**config.mk**
```make
export PLATFORM = sky130hd
export DESIGN_NAME = l2_tcdm_bank_arbiter
export DESIGN_NICKNAME = d
export VERILOG_FILES = /design/src/rtl/l2_tcdm_pkg.sv /design/src/rtl/rr_arb_2.sv /design/src/rtl/l2_tcdm_bank_arbiter.sv
export SDC_FILE = /design/constraint.sdc
export NUM_CORES = 1
export LEC_CHECK = 0
export BUFFER_PORTS_ARGS = -buffer_cell sky130_fd_sc_hd__buf_2
export CORE_AREA = 5 5 108 110
export CTS_BUF_LIST = sky130_fd_sc_hd__clkbuf_8
export CTS_CLUSTER_DIAMETER = 30
export DETAILED_ROUTE_END_ITERATION = 6
export DIE_AREA = 0 0 113 115
export MAX_ROUTING_LAYER = met4
export PLACE_DENSITY = 0.45
export SKIP_LAST_GASP = 1
export SLEW_MARGIN = 40
export SYNTH_ARGS = -nofsm -noshare
export SYNTH_HDL_FRONTEND = slang
export SYNTH_HIERARCHICAL = 1
export SYNTH_SLANG_ARGS = --single-unit
```
**constraint.sdc**
```tcl
create_clock -name clk_i -period 1.8 [get_ports clk_i]
set_input_delay 0.09 -clock clk_i [delete_from_list [all_inputs] [get_ports clk_i]]
set_output_delay 0.09 -clock clk_i [all_outputs]
set_load 0.005 [all_outputs]
```
**src/rtl/l2_tcdm_pkg.sv**
```systemverilog
// Shared types and constants for the L2 TCDM bank arbiter.
package l2_tcdm_pkg;

    localparam int DW = 32;

    localparam logic        OPC_OK    = 1'b0;
    localparam logic        OPC_ERR   = 1'b1;
    localparam logic [31:0] ERR_RDATA = 32'hBADACCE5;

    // One TCDM request as seen by the bank
    typedef struct packed {
        logic [31:0]     add;
        logic            wen;
        logic [DW-1:0]   wdata;
        logic [DW/8-1:0] be;
    } tcdm_req_t;

endpackage

```
**src/rtl/rr_arb_2.sv**
```systemverilog
// Two-way round-robin arbiter; rr_q remembers the last conflict winner.
module rr_arb_2 (
    input  logic       clk_i,
    input  logic       rst_i,
    input  logic [1:0] req_i,
    output logic [1:0] gnt_o
);

    logic rr_q;
    logic rr_d;

    // Sole requester always wins; on conflict the one not granted last wins
    always_comb begin
        gnt_o = 2'b00;
        rr_d  = rr_q;
        case (req_i)
            2'b01: gnt_o = 2'b01;
            2'b10: gnt_o = 2'b10;
            2'b11: begin
                gnt_o = rr_q ? 2'b01 : 2'b10;
                rr_d  = ~rr_q;
            end
            default: gnt_o = 2'b00;
        endcase
    end

    // Pointer resets to 1 so master 0 wins the first conflict
    always_ff @(posedge clk_i) begin
        if (rst_i) rr_q <= 1'b1;
        else       rr_q <= rr_d;
    end

endmodule

```
**src/rtl/l2_tcdm_bank_arbiter.sv**
```systemverilog
// Arbitrates the JTAG lint master (m0) and the priority master (m1) onto one
// single-port L2 SRAM bank; responses come back one cycle after the grant.
// Optional macro L2_ADDR_CHECK_EN: out-of-bank addresses are granted but not
// sent to the SRAM, and answer with an error response instead.
module l2_tcdm_bank_arbiter #(
    parameter int          MEM_AW    = 6,
    parameter int          DW        = 32,
    parameter logic [31:0] BASE_ADDR = 32'h1C00_0000
) (
    input  logic              clk_i,
    input  logic              rst_i,
    input  logic              m0_req_i,
    input  logic [31:0]       m0_add_i,
    input  logic              m0_wen_i,
    input  logic [DW-1:0]     m0_wdata_i,
    input  logic [DW/8-1:0]   m0_be_i,
    output logic              m0_gnt_o,
    output logic              m0_r_valid_o,
    output logic [DW-1:0]     m0_r_rdata_o,
    output logic              m0_r_opc_o,
    input  logic              m1_req_i,
    input  logic [31:0]       m1_add_i,
    input  logic              m1_wen_i,
    input  logic [DW-1:0]     m1_wdata_i,
    input  logic [DW/8-1:0]   m1_be_i,
    output logic              m1_gnt_o,
    output logic              m1_r_valid_o,
    output logic [DW-1:0]     m1_r_rdata_o,
    output logic              m1_r_opc_o,
    output logic              mem_csn_o,
    output logic              mem_wen_o,
    output logic [MEM_AW-1:0] mem_addr_o,
    output logic [DW-1:0]     mem_wdata_o,
    output logic [DW/8-1:0]   mem_be_o,
    input  logic [DW-1:0]     mem_rdata_i
);

    import l2_tcdm_pkg::*;

    logic [1:0] req;
    logic [1:0] gnt;
    tcdm_req_t  sel;
    logic       in_range;
    logic       hit;

    logic       resp_vld_q, resp_vld_d;
    logic       resp_id_q,  resp_id_d;
    logic       resp_rd_q,  resp_rd_d;
    logic       resp_err_q, resp_err_d;

    logic          rsp_vld;
    logic [DW-1:0] rsp_rdata;
    logic          rsp_opc;
    logic          unused_addr_bits;

    // No new access is granted while reset is held
    assign req = {m1_req_i, m0_req_i} & {2{~rst_i}};

    rr_arb_2 u_arb (
        .clk_i (clk_i),
        .rst_i (rst_i),
        .req_i (req),
        .gnt_o (gnt)
    );

    assign m0_gnt_o = gnt[0];
    assign m1_gnt_o = gnt[1];

    // Select the granted master's request
    always_comb begin
        if (gnt[1]) sel = '{add: m1_add_i, wen: m1_wen_i, wdata: m1_wdata_i, be: m1_be_i};
        else        sel = '{add: m0_add_i, wen: m0_wen_i, wdata: m0_wdata_i, be: m0_be_i};
    end

`ifdef L2_ADDR_CHECK_EN
    localparam logic [32:0] ADDR_END = {1'b0, BASE_ADDR} + (33'd4 << MEM_AW);
    assign in_range = ({1'b0, sel.add} >= {1'b0, BASE_ADDR}) && ({1'b0, sel.add} < ADDR_END);
`else
    assign in_range = 1'b1;
`endif

    assign hit = (|gnt) & in_range;
    // Byte-offset bits never matter; upper bits only matter with the range check
    assign unused_addr_bits = ^{sel.add[31:MEM_AW+2], sel.add[1:0]};

    // SRAM pins: idle values unless an in-range access is granted
    always_comb begin
        mem_csn_o   = 1'b1;
        mem_wen_o   = 1'b1;
        mem_addr_o  = '0;
        mem_wdata_o = '0;
        mem_be_o    = '0;
        if (hit) begin
            mem_csn_o   = 1'b0;
            mem_wen_o   = sel.wen;
            mem_addr_o  = sel.add[MEM_AW+1:2];
            mem_wdata_o = sel.wdata;
            mem_be_o    = sel.be;
        end
    end

    // Next-state of the response tracker
    always_comb begin
        resp_vld_d = |gnt;
        resp_id_d  = gnt[1];
        resp_rd_d  = sel.wen;
        resp_err_d = (|gnt) & ~in_range;
    end

    // Response tracker; reset drops any pending response
    always_ff @(posedge clk_i) begin
        if (rst_i) begin
            resp_vld_q <= 1'b0;
            resp_id_q  <= 1'b0;
            resp_rd_q  <= 1'b0;
            resp_err_q <= 1'b0;
        end else begin
            resp_vld_q <= resp_vld_d;
            resp_id_q  <= resp_id_d;
            resp_rd_q  <= resp_rd_d;
            resp_err_q <= resp_err_d;
        end
    end

    assign rsp_vld = resp_vld_q & ~rst_i;

`ifdef L2_ADDR_CHECK_EN
    assign rsp_rdata = resp_err_q ? ERR_RDATA : (resp_rd_q ? mem_rdata_i : '0);
    assign rsp_opc   = resp_err_q ? OPC_ERR : OPC_OK;
`else
    assign rsp_rdata = resp_rd_q ? mem_rdata_i : '0;
    assign rsp_opc   = OPC_OK;
`endif

    // Route the response to the master that owns it; the other sees zeros
    always_comb begin
        m0_r_valid_o = rsp_vld & ~resp_id_q;
        m1_r_valid_o = rsp_vld &  resp_id_q;
        m0_r_rdata_o = m0_r_valid_o ? rsp_rdata : '0;
        m1_r_rdata_o = m1_r_valid_o ? rsp_rdata : '0;
        m0_r_opc_o   = m0_r_valid_o & rsp_opc;
        m1_r_opc_o   = m1_r_valid_o & rsp_opc;
    end

endmodule
```
# Word level (Yosys, flattened, before mapping)
# Index checks and enable logic that the tools add are counted.
# word_totals
inputBits,174
regBits,4
elab_cells,26
out_inout_bits,114
# classes
n_bitwise,7
mux,11
n_eq_ne,3
reduce_logical,1
# ops
operator,n
32-bit 2-to-1 mux,4
45-bit 2-to-1 mux,1
6-bit 2-to-1 mux,1
2-bit one-hot mux with 3 select lines,1
2-bit equality test (second input constant),2
4-bit 2-to-1 mux,1
1-bit bitwise AND,3
1-bit NOT,3
2-bit bitwise AND,1
2-bit by 1-bit equality test with 1-bit output (second input constant),1
1-bit 2-to-1 mux,2
2-bit 2-to-1 mux,1
2-bit OR reduction,1

# Depth between registers and ports, before layout
# Gate-level depths: netlist of the first run.
# logic_depth
depth_word,6
ltp_mapped,6
depth_no_buf,4

# Modules after synthesis
# The synthesis of the first run kept the hierarchy.
# by_module_without_submodules
mod,instances,cells_each,area_per_inst_um2,seq_area_each_um2
l2_tcdm_bank_arbiter,1,143,1074.8,60.1
rr_arb_2,1,7,61.3,20.0

# Worst setup path before layout of the first run
# Ideal clock, no wire load.
# synth_path
kind,reg-to-output
startpoint,register u_arb.rr_q
endpoint,output port mem_addr_o[0]
path_buffers,2
path_slack_ps,438
path_stages_with_launch,7
required_time_ps,1710
arrival_time_ps,1272
path_cell_list,dfxtp_1 -> inv_1 -> a21boi_0 -> nor2b_1 -> buf_2 -> buf_2 -> a22o_1
# synth_via
elab_chain_len,4
elab_cells_between_ends,5
classes_between,4 x mux; 1 x reduce/logical
# synth_lines
element,line_no,rtl
"start, declared",rr_arb_2.sv:9,logic rr_q;
"start signal, assigned",rr_arb_2.sv:30,else rr_q <= rr_d;
2-bit 2-to-1 mux,rr_arb_2.sv:20,gnt_o = rr_q ? 2'b01 : 2'b10;
2-bit one-hot mux with 3 select lines,rr_arb_2.sv:16,case (req_i)
net m0_gnt_o,l2_tcdm_bank_arbiter.sv:17,"output logic m0_gnt_o,"
2-bit OR reduction,n/a,
6-bit 2-to-1 mux,l2_tcdm_bank_arbiter.sv:93,if (hit) begin
"end, declared",l2_tcdm_bank_arbiter.sv:32,"output logic [MEM_AW-1:0] mem_addr_o,"
# The timed path passes the listed nets, and every way through them passes these cells.

# Worst setup path after layout of the first run
# layout_path
startpoint,register u_arb.rr_q
endpoint,output port mem_wdata_o[0]
# layout_via
elab_chain_len,4
elab_cells_between_ends,5
classes_between,4 x mux; 1 x reduce/logical
# layout_lines
element,line_no,rtl
2-bit 2-to-1 mux *,rr_arb_2.sv:20,
2-bit one-hot mux with 3 select lines *,rr_arb_2.sv:16,
45-bit 2-to-1 mux or 2-bit OR reduction (tied branches),n/a,
32-bit 2-to-1 mux *,l2_tcdm_bank_arbiter.sv:93,
"end, declared",l2_tcdm_bank_arbiter.sv:33,"output logic [DW-1:0] mem_wdata_o,"
# Mark *: on every way between the ends. The rest lies on a longest branch, timed or not.

==> flow_metrics.py, run 1 <==
metrics = {
    "outcome": {
        "status": "completed",
    },
    "placed_design": {
        "dp_slack_ns": 0.08327,
        "gp_congestion": 0.8703,
        "port_buffers": 233,
        "place_hpwl_um": 5578,
    },
    "clock_network": {
        "cts_buffer_depth": 2,
        "ctsRootBufferMaster": "clkbuf_8",
        "holdBufCountCts": 0,
        "cts_buffers": 3,
        "post_cts_buffers": 0,
        "cts_max_level": 1,
        "clk_pin_slew_worst_paths_ns": 0.03,
        "clock_sinks": 4,
        "clk_latency_ns": 0.22,
        "cts_tree": "built",
    },
    "floorplanning": {
        "die_width_um": 113,
        "num_rows": 38,
        "core_area_sq_um": 10600,
        "start_util_pct": 10.72,
        "pin_count": 288,
        "die_h_um": 115,
        "die_area_sq_um": 13000,
    },
    "sta": {
        "fmax_ghz": 0.6035,
        "setup_ws_ns": 0.1429,
        "rsz0062_at_grt": "false",
        "finalSetupTns_ns": 0,
        "finalCritPeriodShare_pct": 92.06,
        "final-hold-violation-count": 0,
        "fin_skew_ns": 0.0009730,
        "final.min_clock_period_ns": 1.657,
        "setup_viol": 0,
        "slew_violations": 0,
    },
    "yosys": {
        "postSynth.asyncResetShare_pct": 0,
        "synth-warning-count": 6,
        "synth_area_sq_um": 1136,
        "yosysUniqueCellTypes": 20,
        "yosysTopAreaCellShare_pct": 35.24,
        "synth_mux_area_share_pct": 0.8811,
        "synth_compound_area_share_pct": 35.57,
        "yosys_most_used_dff": "dfxtp_1",
        "synth_top_family_by_area": "simple AND/OR/NAND/NOR gates",
        "synth_common_cells": "and2_1 (64), a22o_1 (42), buf_2 (10), buf_6 (6), dfxtp_1 (4)",
        "synth_area_leader_cell": "and2_1",
        "synth.most_common_cell": "and2_1",
        "synthAdderAreaFrac_pct": 0,
        "syn_area_per_cell_sq_um": 7.574,
        "synth_xor_area_share_pct": 0,
        "synth_edf_count": 0,
        "ys_ff_latch": 4,
        "synth.area.top_cells": "and2_1 (35%), a22o_1 (32%), dfxtp_1 (7.0%), buf_6 (5.9%), buf_2 (4.4%)",
        "synthCells": 150,
        "yosysSeqAreaShare_pct": 7.048,
        "synthSimpleGateAreaFrac_pct": 43.83,
    },
    "global_routing": {
        "grt_start_max_net_pins": 48,
        "grt_pass1_wl_um": 9473,
        "grt_antenna_before_repair": 1,
        "overflow": 0,
        "grt_pass1_vias": 2028,
        "grt_usage_pct": 9.193,
    },
    "worst_hold_path": {
        "hold_path_class": "in2reg",
    },
    "worst_setup_path": {
        "path_max_fanout": 21,
        "cp-end-kind": "output pin",
        "critPathKind": "reg2out",
        "crit_arrival_ns": 1.57,
        "crit_required_ns": 1.71,
        "startpoint_type": "register",
    },
    "route": {
        "routed_via_density": 3.868,
        "drc": 0,
        "drtIter0Drc": 29,
        "vias": 1992,
        "totalWireLength_um": 6637,
        "dr.pass1.iters": 4,
        "wire_per_inst_um": 12.89,
        "ant_nets": 0,
    },
    "layout": {
        "area_growth_pct": 119.3,
        "layout.nets": 550,
        "drive_gt1_share_pct": 65.78,
    },
    "pwr": {
        "combPwrFrac_pct": 57.0,
        "seqPwrFrac_pct": 14.6,
        "intPower_uw": 461.0,
        "leakage_uw": 0.001598,
        "p_sw_share_pct": 31.08,
        "p_per_area_nw_per_um2": 268.5,
        "pwr-share-clk_pct": 28.4,
        "peakVddDrop_mv": 0.1506,
        "power_switching_uw": 207.9,
    },
    "job": {
        "maxCapViolations": 0,
    },
}
==> power by group through the flow <==
stage          logic, uW  registers, uW  clock network, uW
5_1_grt              424           98.6                205
2_1_floorplan        138           97.7                  0
6_report             381           97.8                190
3_3_place_gp         373           98.7                  0
3_5_place_dp         379           99.0                  0
4_1_cts              380           97.8                196
==> final cells by class <==
cell class | instances | area, sq um
inverters | 2 | 7.507
flip-flops and latches | 4 | 80.08
well taps | 140 | 175.2
fillers | 1176 | 8112
clock buffers | 3 | 41.29
diodes | 1 | 2.502
repair buffers | 238 | 1246
multi-input cells | 127 | 938.4
==> final timing paths <==
path                    from              to  cells after the start  slack, ns
setup reg to reg  u_arb/rr_q       resp_rd_q                      4       0.61
hold / removal      m0_wen_i       resp_rd_q                      3       0.14
hold reg to reg   u_arb/rr_q      u_arb/rr_q                      2       0.61
setup / recovery  u_arb/rr_q  mem_wdata_o[0]                      6       0.14
==> cells in the final DEF (no fill, tap or decap) <==
cell type and count:
buf_2 233, and2_1 64, a22o_1 42, dfxtp_1 4, nor2_1 3, clkbuf_8 3, nor2b_1 2, and2b_1 2
inv_1 2, a21oi_1 2, conb_1 2, buf_12 2, buf_4 2, diode_2 1, nor2b_4 1, and3b_1 1
and4b_4 1, nor3b_1 1, and4bb_4 1, mux2i_1 1, clkbuf_16 1, a21boi_1 1, a21boi_4 1, and3_1 1
o21bai_2 1
==> logic make-up (layout without fill, tap and decap cells) <==
logic type      count (synthesis)  count (layout)
compound gates                 47              47
buf+inv                        20             243
flops                           4               4
mux                             1               1
other cells                     1               3
simple gates                   77              77
==> stage by stage <==
step                instance area, sq um  hold slack [ns]  power [uW]  std cells  utilization, %
floorplan                           1140           0.1624       235.6        151               -
global placement                    2422           0.3729       471.8        510           22.85
detailed placement                  2422           0.3691       477.8        510           22.85
CTS                                 2464           0.1422       674.3        513           23.24
global route                        2491           0.1739       727.7        515           23.50
finish                              2491           0.1356       668.9        515           23.50
==> flip-flops by register name, indices dropped and copies added (netlist names) <==
signal,flops
resp_id_q,1
resp_rd_q,1
resp_vld_q,1
u_arb/rr_q,1
==> worst max-delay path, stage by stage (launching register included) <==
cell and delay, ns:
dfxtp_1 0.39, inv_1 0.06, a21boi_1 0.19, nor2b_4 0.24, clkbuf_16 0.21, a22o_1 0.14, buf_2 0.11
==> routing by layer <==
| metal | vias up | share of wire [%] | GRT usage (%) |
|---|---|---|---|
| met1 | 851 | 36 | 9.575 |
| met3 | 5 | 14 | 2.421 |
| met5 | - | 0 | - |
| met2 | 157 | 49 | 16.55 |
| li1 | 979 | - | - |
| met4 | 0 | 1.5 | 3.606 |
==> repair_timing <==
item                                    in CTS  in global routing
resized for setup                            1                  0
gates cloned                                 0                  1
endpoints found under the setup margin       4                  1
Power figures use the tool's default switching activity.
==> run 2, diff against run 1 <==
--- a/config.mk
+++ b/config.mk
@@ -13,6 +13,7 @@
 export DIE_AREA = 0 0 113 115
 export MAX_ROUTING_LAYER = met4
 export PLACE_DENSITY = 0.45
+export RECOVER_POWER = 25
 export SKIP_LAST_GASP = 1
 export SLEW_MARGIN = 40
 export SYNTH_ARGS = -nofsm -noshare
==> run 2 against run 1 <==
Final area down 0.80%; non-clock buffer count unchanged; cell count unchanged; die area unchanged; clock skew about the same; sequential power about the same; routed wire length about the same; worst setup slack about the same; register-to-register slack about the same; sequential cell count unchanged; critical endpoint unchanged; highest routed layer unchanged.
==> flow_metrics.py, run 2 (synthesis results as in run 1) <==
metrics = {
    "outcome": {
        "status": "completed",
    },
    "pwr": {
        "peakVddDrop_mv": 0.1569,
        "seqPwrFrac_pct": 14.6,
        "power_switching_uw": 207.9,
        "p_sw_share_pct": 31.13,
        "p_per_area_nw_per_um2": 270.3,
        "pwr-share-clk_pct": 28.4,
        "leakage_uw": 0.001539,
        "intPower_uw": 459.9,
        "combPwrFrac_pct": 57.0,
    },
    "clock_network": {
        "clk_pin_slew_worst_paths_ns": 0.03,
        "clk_latency_ns": 0.22,
        "clock_sinks": 4,
        "cts_tree": "built",
        "post_cts_buffers": 0,
        "holdBufCountCts": 0,
        "cts_buffer_depth": 2,
        "cts_max_level": 1,
        "ctsRootBufferMaster": "clkbuf_8",
        "cts_buffers": 3,
    },
    "worst_setup_path": {
        "r2r_end": "resp_rd_q",
        "critPathKind": "reg2out",
        "r2r-start": "u_arb/rr_q",
        "path_max_fanout": 21,
        "r2r_cells": 4,
        "cp-end-kind": "output pin",
        "startpoint_type": "register",
        "crit_required_ns": 1.71,
        "crit_arrival_ns": 1.57,
        "rrSetupSlack_ns": 0.61,
    },
    "worst_hold_path": {
        "hold_path_class": "in2reg",
        "min_from": "m0_wen_i",
        "holdPathStages": 3,
        "min_to": "resp_rd_q",
    },
    "route": {
        "ant_nets": 0,
        "drc": 0,
        "drtIter0Drc": 31,
        "wire_per_inst_um": 12.89,
        "vias": 1992,
        "routed_via_density": 3.868,
        "totalWireLength_um": 6638,
        "dr.pass1.iters": 4,
    },
    "layout": {
        "drive_gt1_share_pct": 62.03,
        "area_growth_pct": 117.5,
        "layout_commonest_cell": "buf_2",
        "multi_input_area_sq_um": 935.9,
        "layout.area.seq_sq_um": 80.08,
        "nFillCells": 1185,
        "layout.nets": 550,
        "mostFrequentLayoutCells": "buf_2 (219), and2_1 (63), a22o_1 (42), clkbuf_1 (14), dfxtp_1 (4)",
    },
    "placed_design": {
        "gp_congestion": 0.8703,
        "port_buffers": 233,
        "place_hpwl_um": 5578,
        "dp_slack_ns": 0.08327,
    },
    "sta": {
        "finalSetupTns_ns": 0,
        "slew_violations": 0,
        "fmax_ghz": 0.6035,
        "setup_viol": 0,
        "fin_skew_ns": 0.0009730,
        "rsz0062_at_grt": "false",
        "final.min_clock_period_ns": 1.657,
        "setup_ws_ns": 0.1429,
        "final-hold-violation-count": 0,
        "finalCritPeriodShare_pct": 92.06,
    },
    "floorplanning": {
        "core_area_sq_um": 10600,
        "num_rows": 38,
        "die_h_um": 115,
        "start_util_pct": 10.72,
        "die_area_sq_um": 13000,
        "pin_count": 288,
        "die_width_um": 113,
    },
    "global_routing": {
        "grtUsageMet2_pct": 16.55,
        "grt_start_max_net_pins": 48,
        "grt_pass1_vias": 2028,
        "overflow": 0,
        "grt_usage_pct": 9.193,
        "grt_antenna_before_repair": 1,
        "gr-max-usage-layer": "met2",
        "grt_use_met1_pct": 9.575,
        "grt_pass1_wl_um": 9473,
        "met3_usage_pct": 2.421,
    },
    "job": {
        "maxCapViolations": 0,
    },
}
run 2: critical path, cell delays in order (launching register included):
cell       delay [ns]
dfxtp_1          0.39
inv_1            0.06
a21boi_1         0.19
nor2b_4          0.24
clkbuf_16        0.21
a22o_1           0.14
buf_2            0.11
run 2: how the worst max path moves through the flow:
stage / end / startpoint / depth (start not counted) / slack [ns]
floorplan: mem_addr_o[0] / u_arb/rr_q / 6 / 0.44
global placement: mem_wdata_o[9] / rst_i / 7 / 0.14
detailed placement: mem_wdata_o[8] / rst_i / 7 / 0.08
CTS: mem_wdata_o[8] / u_arb/rr_q / 6 / 0.08
global route: mem_wdata_o[8] / u_arb/rr_q / 6 / 0.01
finish: mem_wdata_o[0] / u_arb/rr_q / 6 / 0.14
run 2: through the flow:
| step | instance area [sq um] | power [uW] | hold slack, ns | utilization, % | cells |
|---|---|---|---|---|---|
| 2_1_floorplan | 1140 | 235.6 | 0.1624 | - | 151 |
| 3_3_place_gp | 2422 | 471.8 | 0.3729 | 22.85 | 510 |
| 3_5_place_dp | 2422 | 477.8 | 0.3691 | 22.85 | 510 |
| 4_1_cts | 2464 | 674.3 | 0.1422 | 23.24 | 513 |
| 5_1_grt | 2471 | 726.5 | 0.1739 | 23.31 | 515 |
| 6_report | 2471 | 667.9 | 0.1356 | 23.31 | 515 |
run 2: power by group through the flow:
stage               Clock [uW]  Combinational [uW]  Sequential, uW
floorplan                    0                 138            97.7
global placement             0                 373            98.7
detailed placement           0                 379            99.0
CTS                        196                 380            97.8
global route               205                 423            98.4
finish                     190                 381            97.5
run 2: final cells by class:
class,instances,share of cell area [%]
multi-input cells,127,37.87
clock buffers,3,1.671
flip-flops and latches,4,3.241
inverters,2,0.3038
diodes,1,0.1013
well taps,140,7.089
repair buffers,238,49.72
run 2: timing repair:
item / 4_1_cts / 5_1_grt
cloned: 0 / 1
setup endpoints to repair: 4 / 1
gates resized for setup: 1 / 0
endpoints found under the hold margin: 0 / 0
run 2: per-layer routing:
metal / vias to the layer above / share of wire [%]
li1: 979 / -
met3: 5 / 14
met5: - / 0
met1: 851 / 35
met4: 0 / 1.5
met2: 157 / 49
